==> src/rtl/usb_cmd_parser.sv <==
// Command decoder between the FT232H bridge FIFOs and the scanner register bus.
// Frames 5-byte host commands, performs one register access and returns a 5-byte response.
module usb_cmd_parser #(
  parameter int unsigned RX_FIFO_L_BITS = 9,
  parameter int unsigned TX_FIFO_L_BITS = 9,
  parameter int unsigned TIMEOUT_CYCLES = 1000000
) (
  input  logic                      clk_i,
  input  logic                      nrst,
  output logic                      rxf_rdreq_o,
  input  logic [7:0]                rxf_rddata_i,
  input  logic [RX_FIFO_L_BITS-1:0] rxf_rdusedw_i,
  output logic                      txe_wrreq_o,
  output logic [7:0]                txe_wrdata_o,
  input  logic [TX_FIFO_L_BITS-1:0] txe_wrusedw_i,
  input  logic                      txe_wrfull_i,
  output logic                      reg_wr_o,
  output logic                      reg_rd_o,
  output logic [7:0]                reg_addr_o,
  output logic [7:0]                reg_wdata_o,
  input  logic [7:0]                reg_rdata_i,
  output logic [7:0]                err_cnt_o,
  output logic                      busy_o
);

  localparam int unsigned TO_W     = $clog2(TIMEOUT_CYCLES + 1);
  localparam int unsigned TX_DEPTH = 1 << TX_FIFO_L_BITS;
  localparam logic [TX_FIFO_L_BITS-1:0] TX_LVL_MAX = TX_FIFO_L_BITS'(TX_DEPTH - 6);
  localparam logic [TO_W-1:0] TO_LAST = TO_W'(TIMEOUT_CYCLES - 1);

  localparam logic [7:0] CMD_SYNC  = 8'hA5;
  localparam logic [7:0] RESP_SYNC = 8'h5A;
  localparam logic [7:0] CMD_WR    = 8'h01;
  localparam logic [7:0] CMD_RD    = 8'h02;
  localparam logic [7:0] ST_OK     = 8'h00;
  localparam logic [7:0] ST_BADCHK = 8'h01;
  localparam logic [7:0] ST_BADCMD = 8'h02;

  typedef enum logic [3:0] {
    S_SYNC, S_CMD, S_ADDR, S_DATA, S_CHK, S_EXEC, S_RDWAIT, S_RESP_WAIT, S_RESP
  } state_t;

  state_t          state_q, state_d;
  logic            rdreq_q, rdreq_d;
  logic            byte_vld_q;
  logic [7:0]      cmd_q, cmd_d, addr_q, addr_d, data_q, data_d;
  logic            chk_ok_q, chk_ok_d;
  logic [TO_W-1:0] to_cnt_q, to_cnt_d;
  logic            reg_wr_q, reg_wr_d, reg_rd_q, reg_rd_d;
  logic [7:0]      reg_addr_q, reg_addr_d, reg_wdata_q, reg_wdata_d;
  logic [7:0]      status_q, status_d, rdata_q, rdata_d;
  logic [2:0]      idx_q, idx_d;
  logic [7:0]      txd_q, txd_d;
  logic [7:0]      err_q, err_d;
  logic            busy_q, busy_d;
  logic            in_fetch, got_byte, err_inc;
  logic [7:0]      resp_nxt;

  // Next-state, byte capture, register access and response sequencing
  always_comb begin
    state_d     = state_q;
    cmd_d       = cmd_q;
    addr_d      = addr_q;
    data_d      = data_q;
    chk_ok_d    = chk_ok_q;
    to_cnt_d    = '0;
    reg_wr_d    = 1'b0;
    reg_rd_d    = 1'b0;
    reg_addr_d  = reg_addr_q;
    reg_wdata_d = reg_wdata_q;
    status_d    = status_q;
    rdata_d     = rdata_q;
    idx_d       = idx_q;
    txd_d       = txd_q;
    err_inc     = 1'b0;
    in_fetch    = state_q inside {S_SYNC, S_CMD, S_ADDR, S_DATA, S_CHK};
    got_byte    = in_fetch && byte_vld_q;

    case (idx_q)
      3'd0:    resp_nxt = status_q;
      3'd1:    resp_nxt = addr_q;
      3'd2:    resp_nxt = rdata_q;
      default: resp_nxt = status_q ^ addr_q ^ rdata_q;
    endcase

    case (state_q)
      S_SYNC: if (got_byte && rxf_rddata_i == CMD_SYNC) state_d = S_CMD;
      S_CMD:  if (got_byte) begin cmd_d  = rxf_rddata_i; state_d = S_ADDR; end
      S_ADDR: if (got_byte) begin addr_d = rxf_rddata_i; state_d = S_DATA; end
      S_DATA: if (got_byte) begin data_d = rxf_rddata_i; state_d = S_CHK;  end
      S_CHK: begin
        if (got_byte) begin
          chk_ok_d = (rxf_rddata_i == (cmd_q ^ addr_q ^ data_q));
          state_d  = S_EXEC;
        end
      end
      S_EXEC: begin
        reg_addr_d  = addr_q;
        reg_wdata_d = data_q;
        rdata_d     = 8'h00;
        state_d     = S_RESP_WAIT;
        if (!chk_ok_q) begin
          status_d = ST_BADCHK;
          err_inc  = 1'b1;
        end else if (cmd_q != CMD_WR && cmd_q != CMD_RD) begin
          status_d = ST_BADCMD;
          err_inc  = 1'b1;
        end else if (cmd_q == CMD_WR) begin
          status_d = ST_OK;
          rdata_d  = data_q;
          reg_wr_d = 1'b1;
        end else begin
          status_d = ST_OK;
          reg_rd_d = 1'b1;
          state_d  = S_RDWAIT;
        end
      end
      // Read data is valid the cycle after the strobe, i.e. once reg_rd_q has dropped
      S_RDWAIT: if (!reg_rd_q) begin rdata_d = reg_rdata_i; state_d = S_RESP_WAIT; end
      S_RESP_WAIT: begin
        idx_d = 3'd0;
        txd_d = RESP_SYNC;
        if (txe_wrusedw_i <= TX_LVL_MAX && !txe_wrfull_i) state_d = S_RESP;
      end
      S_RESP: begin
        if (!txe_wrfull_i) begin
          if (idx_q == 3'd4) begin
            state_d = S_SYNC;
          end else begin
            idx_d = idx_q + 3'd1;
            txd_d = resp_nxt;
          end
        end
      end
      default: state_d = S_SYNC;
    endcase

    // Inter-byte timeout inside a partial packet
    if ((state_q inside {S_CMD, S_ADDR, S_DATA, S_CHK}) && !got_byte) begin
      if (to_cnt_q == TO_LAST) begin
        state_d = S_SYNC;
        err_inc = 1'b1;
      end else begin
        to_cnt_d = to_cnt_q + TO_W'(1);
      end
    end

    err_d   = (err_inc && err_q != 8'hFF) ? err_q + 8'd1 : err_q;
    // Only fetch when the next state still consumes bytes, so no byte lands in S_EXEC
    rdreq_d = (state_d inside {S_SYNC, S_CMD, S_ADDR, S_DATA, S_CHK}) &&
              (rxf_rdusedw_i != '0) && !rdreq_q;
    busy_d  = (state_d != S_SYNC);
  end

  always_ff @(posedge clk_i) begin
    if (!nrst) begin
      state_q     <= S_SYNC;
      rdreq_q     <= 1'b0;
      byte_vld_q  <= 1'b0;
      cmd_q       <= '0;
      addr_q      <= '0;
      data_q      <= '0;
      chk_ok_q    <= 1'b0;
      to_cnt_q    <= '0;
      reg_wr_q    <= 1'b0;
      reg_rd_q    <= 1'b0;
      reg_addr_q  <= '0;
      reg_wdata_q <= '0;
      status_q    <= '0;
      rdata_q     <= '0;
      idx_q       <= '0;
      txd_q       <= '0;
      err_q       <= '0;
      busy_q      <= 1'b0;
    end else begin
      state_q     <= state_d;
      rdreq_q     <= rdreq_d;
      byte_vld_q  <= rdreq_q;
      cmd_q       <= cmd_d;
      addr_q      <= addr_d;
      data_q      <= data_d;
      chk_ok_q    <= chk_ok_d;
      to_cnt_q    <= to_cnt_d;
      reg_wr_q    <= reg_wr_d;
      reg_rd_q    <= reg_rd_d;
      reg_addr_q  <= reg_addr_d;
      reg_wdata_q <= reg_wdata_d;
      status_q    <= status_d;
      rdata_q     <= rdata_d;
      idx_q       <= idx_d;
      txd_q       <= txd_d;
      err_q       <= err_d;
      busy_q      <= busy_d;
    end
  end

  // TX write must follow the same-cycle full flag, hence decoded from state and input
  assign txe_wrreq_o  = (state_q == S_RESP) && !txe_wrfull_i;
  assign txe_wrdata_o = txd_q;
  assign rxf_rdreq_o  = rdreq_q;
  assign reg_wr_o     = reg_wr_q;
  assign reg_rd_o     = reg_rd_q;
  assign reg_addr_o   = reg_addr_q;
  assign reg_wdata_o  = reg_wdata_q;
  assign err_cnt_o    = err_q;
  assign busy_o       = busy_q;

endmodule

==> config.mk <==
export PLATFORM = sky130hd
export DESIGN_NAME = usb_cmd_parser
export DESIGN_NICKNAME = d
export VERILOG_FILES = /design/src/rtl/usb_cmd_parser.sv
export SDC_FILE = /design/constraint.sdc
export NUM_CORES = 1
export LEC_CHECK = 0
export BUFFER_PORTS_ARGS = -buffer_cell sky130_fd_sc_hd__buf_2
export CAP_MARGIN = 0
export CORE_MARGIN = 1
export CORE_UTILIZATION = 45
export DETAILED_ROUTE_END_ITERATION = 8
export GPL_TIMING_DRIVEN = 0
export HOLD_SLACK_MARGIN = 0.12
export PLACE_DENSITY = 0.73
export SKIP_CTS_REPAIR_TIMING = 1
export SYNTH_ARGS = -nofsm -noshare
export SYNTH_HDL_FRONTEND = slang
export SYNTH_SLANG_ARGS = --single-unit
==> constraint.sdc <==
create_clock -name clk_i -period 3.14 [get_ports clk_i]
set_clock_uncertainty 0.15 [all_clocks]
set_input_delay 0.471 -clock clk_i [delete_from_list [all_inputs] [get_ports clk_i]]
set_output_delay 0.471 -clock clk_i [all_outputs]
set_load 0.005 [all_outputs]
* Yosys cells after proc, flatten, opt, wreduce, memory -nomap -nowiden
Cells that the tools add are included.
Cells by class: $add $sub $neg 3, order comparisons 1, eq/ne operators 25, mux-type cells 36, bitwise gates (word level) 8, reduce and logical (&&, ||, !) cells 30
Operators with widths (count):
- two-way mux 8 bit | 6
- two-way mux 4 bit | 11
- one-hot mux 4 bit (9 select lines) | 1
- one-hot mux 8 bit (2 select lines) | 2
- XOR 8 bit | 4
- one-hot mux 8 bit (3 select lines) | 1
- adder 20 x 1 -> 20 bit (second input constant) | 1
- equality test 20 bit (second input constant) | 1
- equality test 4 x 3 -> 1 bit (second input constant) | 5
- equality test 4 x 2 -> 1 bit (second input constant) | 4
- two-way mux 1 bit | 10
- AND reduction 2 bit | 5
- nonzero test 5 bit | 2
- less-or-equal comparator 9 bit (second input constant) | 1
- logical AND 1 bit | 9
- nonzero test 9 bit | 1
- adder 8 x 1 -> 8 bit (second input constant) | 1
- equality test 4 x 1 -> 1 bit (second input constant) | 2
- equality test 8 x 1 -> 1 bit (second input constant) | 1
- equality test 8 bit | 1
- equality test 8 bit (second input constant) | 1
- logical NOT 4 bit | 2
- inequality test 8 x 1 -> 1 bit (second input constant) | 1
- inequality test 8 x 2 -> 1 bit (second input constant) | 1
- 18 further kinds | 29
Word-level totals: bits in registers 105, input port bits 37, word-level logic and storage cells 121

* Logic depth before layout (Yosys ltp)
Gate-level depths: netlist (run 1).
depth after elaboration 12, gate-level depth with buffers 8, depth with buffers taken out 7

* Least setup slack after synthesis (run 1)
Ideal clock, no wire load.
kind reg2reg, start point reg idx_q[0], end point reg txd_q[1], in the netlist txe_wrdata_o[1], arrival time 1.833 ns, path slack 1.098 ns, stages on the path, launching flop included 8, path buffers 1, cell sequence dfxtp_1 inv_1 ha_1 o21ba_2 clkbuf_1 or4b_2 nand4_1 o211a_1
Between the ends: word-level cells in the longest chain between the ends 5, elaborated cells between the ends (all ways) 10
RTL lines:
- start, declared | RTL line 52 | logic [2:0] idx_q, idx_d;
- start signal, assigned | RTL line 190 | idx_q <= idx_d;
- equality test 3 x 2 -> 1 bit, or another cell as far along | RTL line 79 | case (idx_q)
- one-hot mux 8 bit (3 select lines) | RTL line 79
- two-way mux 8 bit | RTL line 127 | if (idx_q == 3'd4) begin
- two-way mux 8 bit | RTL line 126 | if (!txe_wrfull_i) begin
- one-hot mux 8 bit (2 select lines) | RTL line 86 | case (state_q)
- end signal, assigned | RTL line 191 | txd_q <= txd_d;
- end, declared | RTL line 53 | logic [7:0] txd_q, txd_d;
Parallel ways exist; a longest one is shown, timed or not. The select of a mux whose other input is x is not followed. A chain may end at the register's enable or synchronous reset.

* Worst setup path after layout (run 1)
start point reg state_q[3], end point out txe_wrreq_o
Between the ends: word-level cells in the longest chain between the ends 2
RTL lines:
- start, declared | RTL line 43 | state_t state_q, state_d;
- start signal, assigned | RTL line 176 | state_q <= state_d;
- equality test 4 bit | RTL line 198 | assign txe_wrreq_o = (state_q == S_RESP) && !txe_wrfull_i;
- logical AND 1 bit | RTL line 198
- end, declared | RTL line 13 | output logic txe_wrreq_o,
No other way between the ends.

==> flow_summary.yaml, run 1 <==
worst_setup_path:
  worstReg2RegEnd: "reg_addr_o[1]"
  critPathArrivalTime_ns: 1.82
  worst_setup_path_start_kind: "flip-flop"
  critPathMaxStageDelay_ns: 0.51
  crit_type: "reg -> out"
  cp_max_fo: 10
  crit_required_ns: 2.52
  reg2reg_setup_slack_ns: 0.84
  timing.critical_path.mode_cell: "buf_2"
  crit_path_max_delay_family: "simple AND/OR/NAND/NOR gates"
  critical_path_buf_inv_count: 2
  cp_cell_sequence: "buf_2, or4b_4, nor2_2, buf_2"
  ff2ff_path_depth: 6
  end_kind: "output port"
  timing.rr.start: "state_q[0]"
  slowest_stage: "or4b_4"
clocking:
  clk_root_buffer_cell: "clkbuf_8"
  cts_made_buffers: 9
  tritoncts: "yes"
  clock_latency_ns: 0.38
  clk_path_buf_depth: 2
  cts_htree_levels: 3
  clock_transition_at_the_register_clock_pins_on_the_worst_setup_and_hold_paths_after_cts_ns: 0.11
  clock-sinks: 99
floorplan:
  die_area_um2: 10980
  ios: 74
  std_cell_rows: 37
  die_w_um: 104.8
  initial_utilization: 0.4626
  core_area_um2: 10280
  die_h_um: 104.8
place:
  numPortBuffers: 73
  postPlaceCellArea_um2: 5290
  hpwl_reported_at_the_end_of_detailed_placement_mm: 8.886
  finalWeightedCongestion: 0.8470
routing:
  post-route-drc-count: 0
  avgRoutedWirePerCell_um: 15.39
  drtPass1Iterations: 4
  first_iter_violations: 254
  route.vias.total: 4245
  route.detailed.vias_per_inst: 5.527
  postRouteWirelength_mm: 11.82
  ant_nets: 0
sta:
  hold_viol: 0
  setup_repair_after_global_routing_missed_its_margin: "no"
  timing.max_slew.rel_slack: 0.2506
  setup_total_negative_slack_ns: 0
  worst_pin_slew_ns: 1.114
  layout_min_cycle_time_ns: 2.437
  max_freq_ghz: 0.4104
  final-max-slew-violation-count: 0
  number_of_failing_setup_endpoints_in_the_final_timing_report: 0
  worst_hold_slack_ns: 0.2603
  post-route-period-util: 0.7761
min_path:
  hold_end: "data_q[2]"
  hold_depth: 3
  worstHoldPathType: "in -> reg"
  worst_min_delay_path_startpoint: "rxf_rddata_i[2]"
logic_synthesis:
  synth.lib_cells_used.distinct: 69
  syn_inst: 543
  ys_ff_latch: 99
  ys_seq_area_frac: 0.4168
  synth.cell_area_um2: 4755
  synth_enable_flop_cells: 0
  syn_area_per_cell_um2: 8.756
  asyncSetResetFlopFracSynth: 0
  synth-warning-count: 0
  syn_nets: 586
  ys_dominant_reg_cell: "dfxtp_1"
finish:
  final_net_count: 670
  n_antenna_cell: 0
  mostFrequentLayoutCell: "dfxtp_1"
  final_cell_mix: "dfxtp_1, buf_2, nor2_1"
  final_area_um2: 5493
  syn_to_final_growth_pct: 15.53
  final_layout_size_suffix_gt1_frac: 0.1867
job:
  maxCapViolations: 0
power_and_ir_drop:
  reported_leakage_power_nw: 2.099
  peakVddDrop_uv: 212.5
  pwr_density_cell_nw_per_um2: 392.7
  design_power_total_w: 0.002157
global_routing:
  grt-ovfl-total: 0
  grt.total_usage: 0.2193
  grt_max_degree: 21
  grt_pass1_wl_mm: 19.29
  antenna_violations_before_repair: 0
  number_of_global_route_vias_before_repair: 4020
outcome:
  outcome: "completed"
==> kinds of logic after synthesis <==
family	Yosys count	share of synthesized area
compound gates	106	0.1489
xor+xnor	45	0.08290
fa+ha+maj	6	0.01579
buf+inv	33	0.03026
flops	99	0.4168
mux	26	0.05500
simple gates	228	0.2503
==> synth_stat cells, drive strengths merged, types with 3 or more instances <==
master	n	area [um^2]
or4b	3	33.78
xor2	19	166.4
buf	10	57.55
nand2b	10	62.56
a21o	3	22.52
nand2	52	195.2
nor4	9	83.83
a21oi	26	130.1
nor3	10	55.05
clkbuf	13	48.80
or3	3	20.02
nor2	79	299.0
o21ai	25	128.9
inv	10	37.54
a211oi	11	82.58
o41ai	4	35.03
nand4	5	31.28
dfxtp	99	1982
nand3	23	120.1
ha	6	75.07
xnor2	26	227.7
and4	4	35.03
a22oi	13	97.59
and3	4	25.02
nor3b	4	30.03
a221oi	3	26.28
nor2b	5	31.28
mux2i	25	250.2
or4	3	26.27
o31ai	3	22.52
==> tightest hold or removal path: stages <==
cell and delay, ns:
buf_2 0.14, mux2i_1 0.08, nor2_1 0.07
==> routing by layer <==
metal / up-vias / wire, um / global-route usage
met1: 2017 / 5289 / 0.2805
met3: 20 / 597 / 0.03244
li1: 2099 / - / -
met5: - / 0 / 0
met2: 109 / 5717 / 0.3732
met4: 0 / 218 / 0.08149
==> power by group <==
part	leakage (nW)	switching, W	total (W)	internal, W
clock network	0.102	0.000504	0.000819	0.000315
registers	0.797	0.00000184	0.00126	0.00126
logic	1.20	0.0000478	0.0000797	0.0000319
==> flip-flops by register name, indices dropped and copies added (netlist names) <==
signal and count:
data_q 8, err_cnt_o 8, idx_q 3, reg_rd_o 1
reg_wdata_o 8, reg_wr_o 1, cmd_q 8, txe_wrdata_o 8
rdata_q 8, status_q 2, state_q 4, addr_q 8
busy_o 1, rxf_rdreq_o 1, to_cnt_q 20, reg_addr_o 8
chk_ok_q 1, byte_vld_q 1
==> per-stage QoR <==
step | std cells | utilization | setup slack (ns)
after floorplan | 543 | - | 1.098
after global placement | 752 | 0.5147 | 0.9362
after CTS | 768 | 0.5345 | 0.6904
final | 768 | 0.5345 | 0.7031
after detailed placement | 752 | 0.5147 | 0.8695
after global routing | 768 | 0.5345 | 0.6162
==> area by class of cell <==
type | count | area [um^2]
clock inverter | 7 | 78.83
tap | 136 | 170.2
inverter | 10 | 37.54
clock buffer | 9 | 123.9
multi-input combinational | 411 | 2629
buffer | 23 | 106.4
sequential | 99 | 1982
timing repair buffer | 73 | 365.4
fill | 984 | 4785
==> how the worst max path moves through the flow <==
stage,start,to,slack (ns),depth (start not counted)
floorplan,idx_q[0],txe_wrdata_o[1],1.10,7
global placement,to_cnt_q[0],err_cnt_o[4],0.94,7
detailed placement,state_q[0],reg_addr_o[0],0.87,6
CTS,state_q[3],txe_wrreq_o,0.69,4
global route,state_q[3],txe_wrreq_o,0.62,4
finish,state_q[3],txe_wrreq_o,0.70,4
No activity file was read; power rests on OpenSTA's default activity.
==> run 2, diff against run 1 <==
ABC_AREA = 1   (was not set)
PLACE_DENSITY = 0.75   (was 0.73)
clock period = 2.02 ns   (was 3.14 ns; I/O delays follow)
==> flow_summary.yaml, run 2 <==
finish:
  final_layout_size_suffix_gt1_frac: 0.1705
  postLayoutCoreUtil: 0.5489
  filler_cell_count: 999
  seqCellArea_um2: 1982
  n_antenna_cell: 0
  largest_register_ff_count: 20
  multi_input_area_um2: 2549
  mostFrequentLayoutCell: "nand2_1"
  final_net_count: 819
  final_cell_mix: "nand2_1, dfxtp_1, nor2_1"
  regMostFlops: "to_cnt_q"
  syn_to_final_growth_pct: 17.42
logic_synthesis:
  ys_top_cells_by_area: "dfxtp_1, nand2_1, nor2_1, a21oi_1, nand3_1"
  ys_seq_area_frac: 0.4070
  synth_enable_flop_cells: 0
  synth.cell_area_um2: 4870
  most_instantiated_cells_after_synthesis: "nand2_1, dfxtp_1, nor2_1"
  synth.lib_cells_used.distinct: 38
  syn_inst: 679
  netlist.top_cell.by_area: "dfxtp_1"
  yosysMostFrequentCell: "nand2_1"
  syn_area_per_cell_um2: 7.172
  ys_dominant_reg_cell: "dfxtp_1"
  ys_ff_latch: 99
  fraction_of_synthesized_cell_area_taken_by_the_top_area_cell_type: 0.4070
  syn_nets: 722
  asyncSetResetFlopFracSynth: 0
  synth-warning-count: 0
place:
  numPortBuffers: 73
  finalWeightedCongestion: 0.9003
  hpwl_reported_at_the_end_of_detailed_placement_mm: 8.978
power_and_ir_drop:
  pwr_density_cell_nw_per_um2: 570.8
  reported_leakage_power_nw: 2.392
  peakVddDrop_uv: 296.6
  design_power_total_w: 0.003264
min_path:
  worstHoldPathType: "in -> reg"
routing:
  postRouteWirelength_mm: 12.04
  route.vias.total: 4770
  route.detailed.vias_per_inst: 5.207
  first_iter_violations: 312
  avgRoutedWirePerCell_um: 13.15
  drtPass1Iterations: 6
  ant_nets: 0
  post-route-drc-count: 0
floorplan:
  die_w_um: 106.0
  initial_utilization: 0.4675
  die_h_um: 106.0
  ios: 74
  die_area_um2: 11240
  core_area_um2: 10420
  std_cell_rows: 37
sta:
  setup_total_negative_slack_ns: 0
  hold_viol: 0
  layout_min_cycle_time_ns: 1.899
  number_of_failing_setup_endpoints_in_the_final_timing_report: 0
  post-route-period-util: 0.9399
  worst_hold_slack_ns: 0.1248
  setup_repair_after_global_routing_missed_its_margin: "no"
  timing.max_slew.rel_slack: 0.6486
  final-max-slew-violation-count: 0
  worst_pin_slew_ns: 0.5271
  max_freq_ghz: 0.5267
worst_setup_path:
  crit_type: "reg -> reg"
  worst_setup_path_start_kind: "flip-flop"
  crit_path_max_delay_family: "simple AND/OR/NAND/NOR gates"
  crit_required_ns: 2.13
  critPathMaxStageDelay_ns: 0.48
  end_kind: "flip-flop"
  critical_path_buf_inv_count: 1
  critPathArrivalTime_ns: 2.01
  cp_cell_sequence: "inv_2, nand2_1, nand2_1, a21oi_2, nand3_2, nand2_4, nand2_2, o21ai_1, nor2_1"
  cp_max_fo: 10
  slowest_stage: "dfxtp_1"
  timing.critical_path.mode_cell: "nand2_1"
global_routing:
  grt_pass1_wl_mm: 19.33
  number_of_global_route_vias_before_repair: 4205
  grt.total_usage: 0.2144
  grt_max_degree: 16
  antenna_violations_before_repair: 0
  grt-ovfl-total: 0
clocking:
  clk_root_buffer_cell: "clkbuf_8"
  cts_made_buffers: 9
  cts_htree_levels: 3
  clock_latency_ns: 0.38
  clk_path_buf_depth: 2
  clock-sinks: 99
  tritoncts: "yes"
  clock_transition_at_the_register_clock_pins_on_the_worst_setup_and_hold_paths_after_cts_ns: 0.09
job:
  maxCapViolations: 0
outcome:
  outcome: "completed"
run 2: cell types whose count changed after synthesis, moves of 11 or more:
| cell | delta |
|---|---|
| a211oi_1 | -11 |
| mux2i_1 | -25 |
| nor3_1 | +11 |
| inv_1 | +50 |
| o21ai_0 | +16 |
| nand2_1 | +71 |
| o21ai_1 | +23 |
| nand3_1 | +26 |
| a21oi_1 | +31 |
| a22oi_1 | -13 |
run 2: layout make-up:
cell class | instances | share of cell area
clock buffers | 12 | 0.02538
repair buffers | 86 | 0.08578
flip-flops and latches | 99 | 0.3466
multi-input cells | 489 | 0.4457
plain buffers | 21 | 0.01663
well taps | 136 | 0.02976
inverters | 70 | 0.04595
clock inverters | 3 | 0.004158
run 2: worst min-delay path: stages:
cell     delay, ns
buf_2         0.14
o21ai_0       0.10
nor2_1        0.08
run 2: worst paths after layout:
kind | start | depth (start not counted) | slack (ns) | endpoint
worst max-delay path | state_q[1] | 9 | 0.12 | err_cnt_o[6]
worst min-delay path | rxf_rddata_i[6] | 3 | 0.12 | addr_q[6]
worst max register to register | state_q[1] | 9 | 0.12 | err_cnt_o[6]
worst min register to register | to_cnt_q[0] | 1 | 0.30 | to_cnt_q[0]
run 2: per-stage QoR:
stage | instance area (um^2) | setup WS [ns] | instances
finish | 5718 | 0.1214 | 916
global placement | 5405 | 0.1055 | 888
detailed placement | 5405 | 0.05332 | 888
CTS | 5574 | 0.02541 | 903
global route | 5718 | 0.009843 | 916
floorplan | 4870 | 0.4030 | 679
run 2: routing by layer:
layer | GRT usage | vias up | wire length, um
met1 | 0.2895 | 2151 | 5494
li1 | - | 2429 | -
met4 | 0.06845 | 0 | 240
met5 | 0 | - | 0
met2 | 0.3487 | 169 | 5511
met3 | 0.03617 | 21 | 796
run 2: power by group:
| group | internal [W] | total (W) | switching, W | leakage, nW |
|---|---|---|---|---|
| combinational | 0.0000648 | 0.000141 | 0.0000767 | 1.52 |
| sequential | 0.00195 | 0.00195 | 0.00000127 | 0.797 |
| clock | 0.000481 | 0.00117 | 0.000687 | 0.0791 |
run 2: kinds of logic (layout without fill, tap and decap cells):
group | count (synthesis) | after routing | synth area share
flops | 99 | 99 | 0.4070
simple gates | 307 | 307 | 0.2821
fa+ha+maj | 6 | 6 | 0.01542
buf+inv | 91 | 192 | 0.07323
xor+xnor | 35 | 35 | 0.06578
compound gates | 141 | 141 | 0.1565
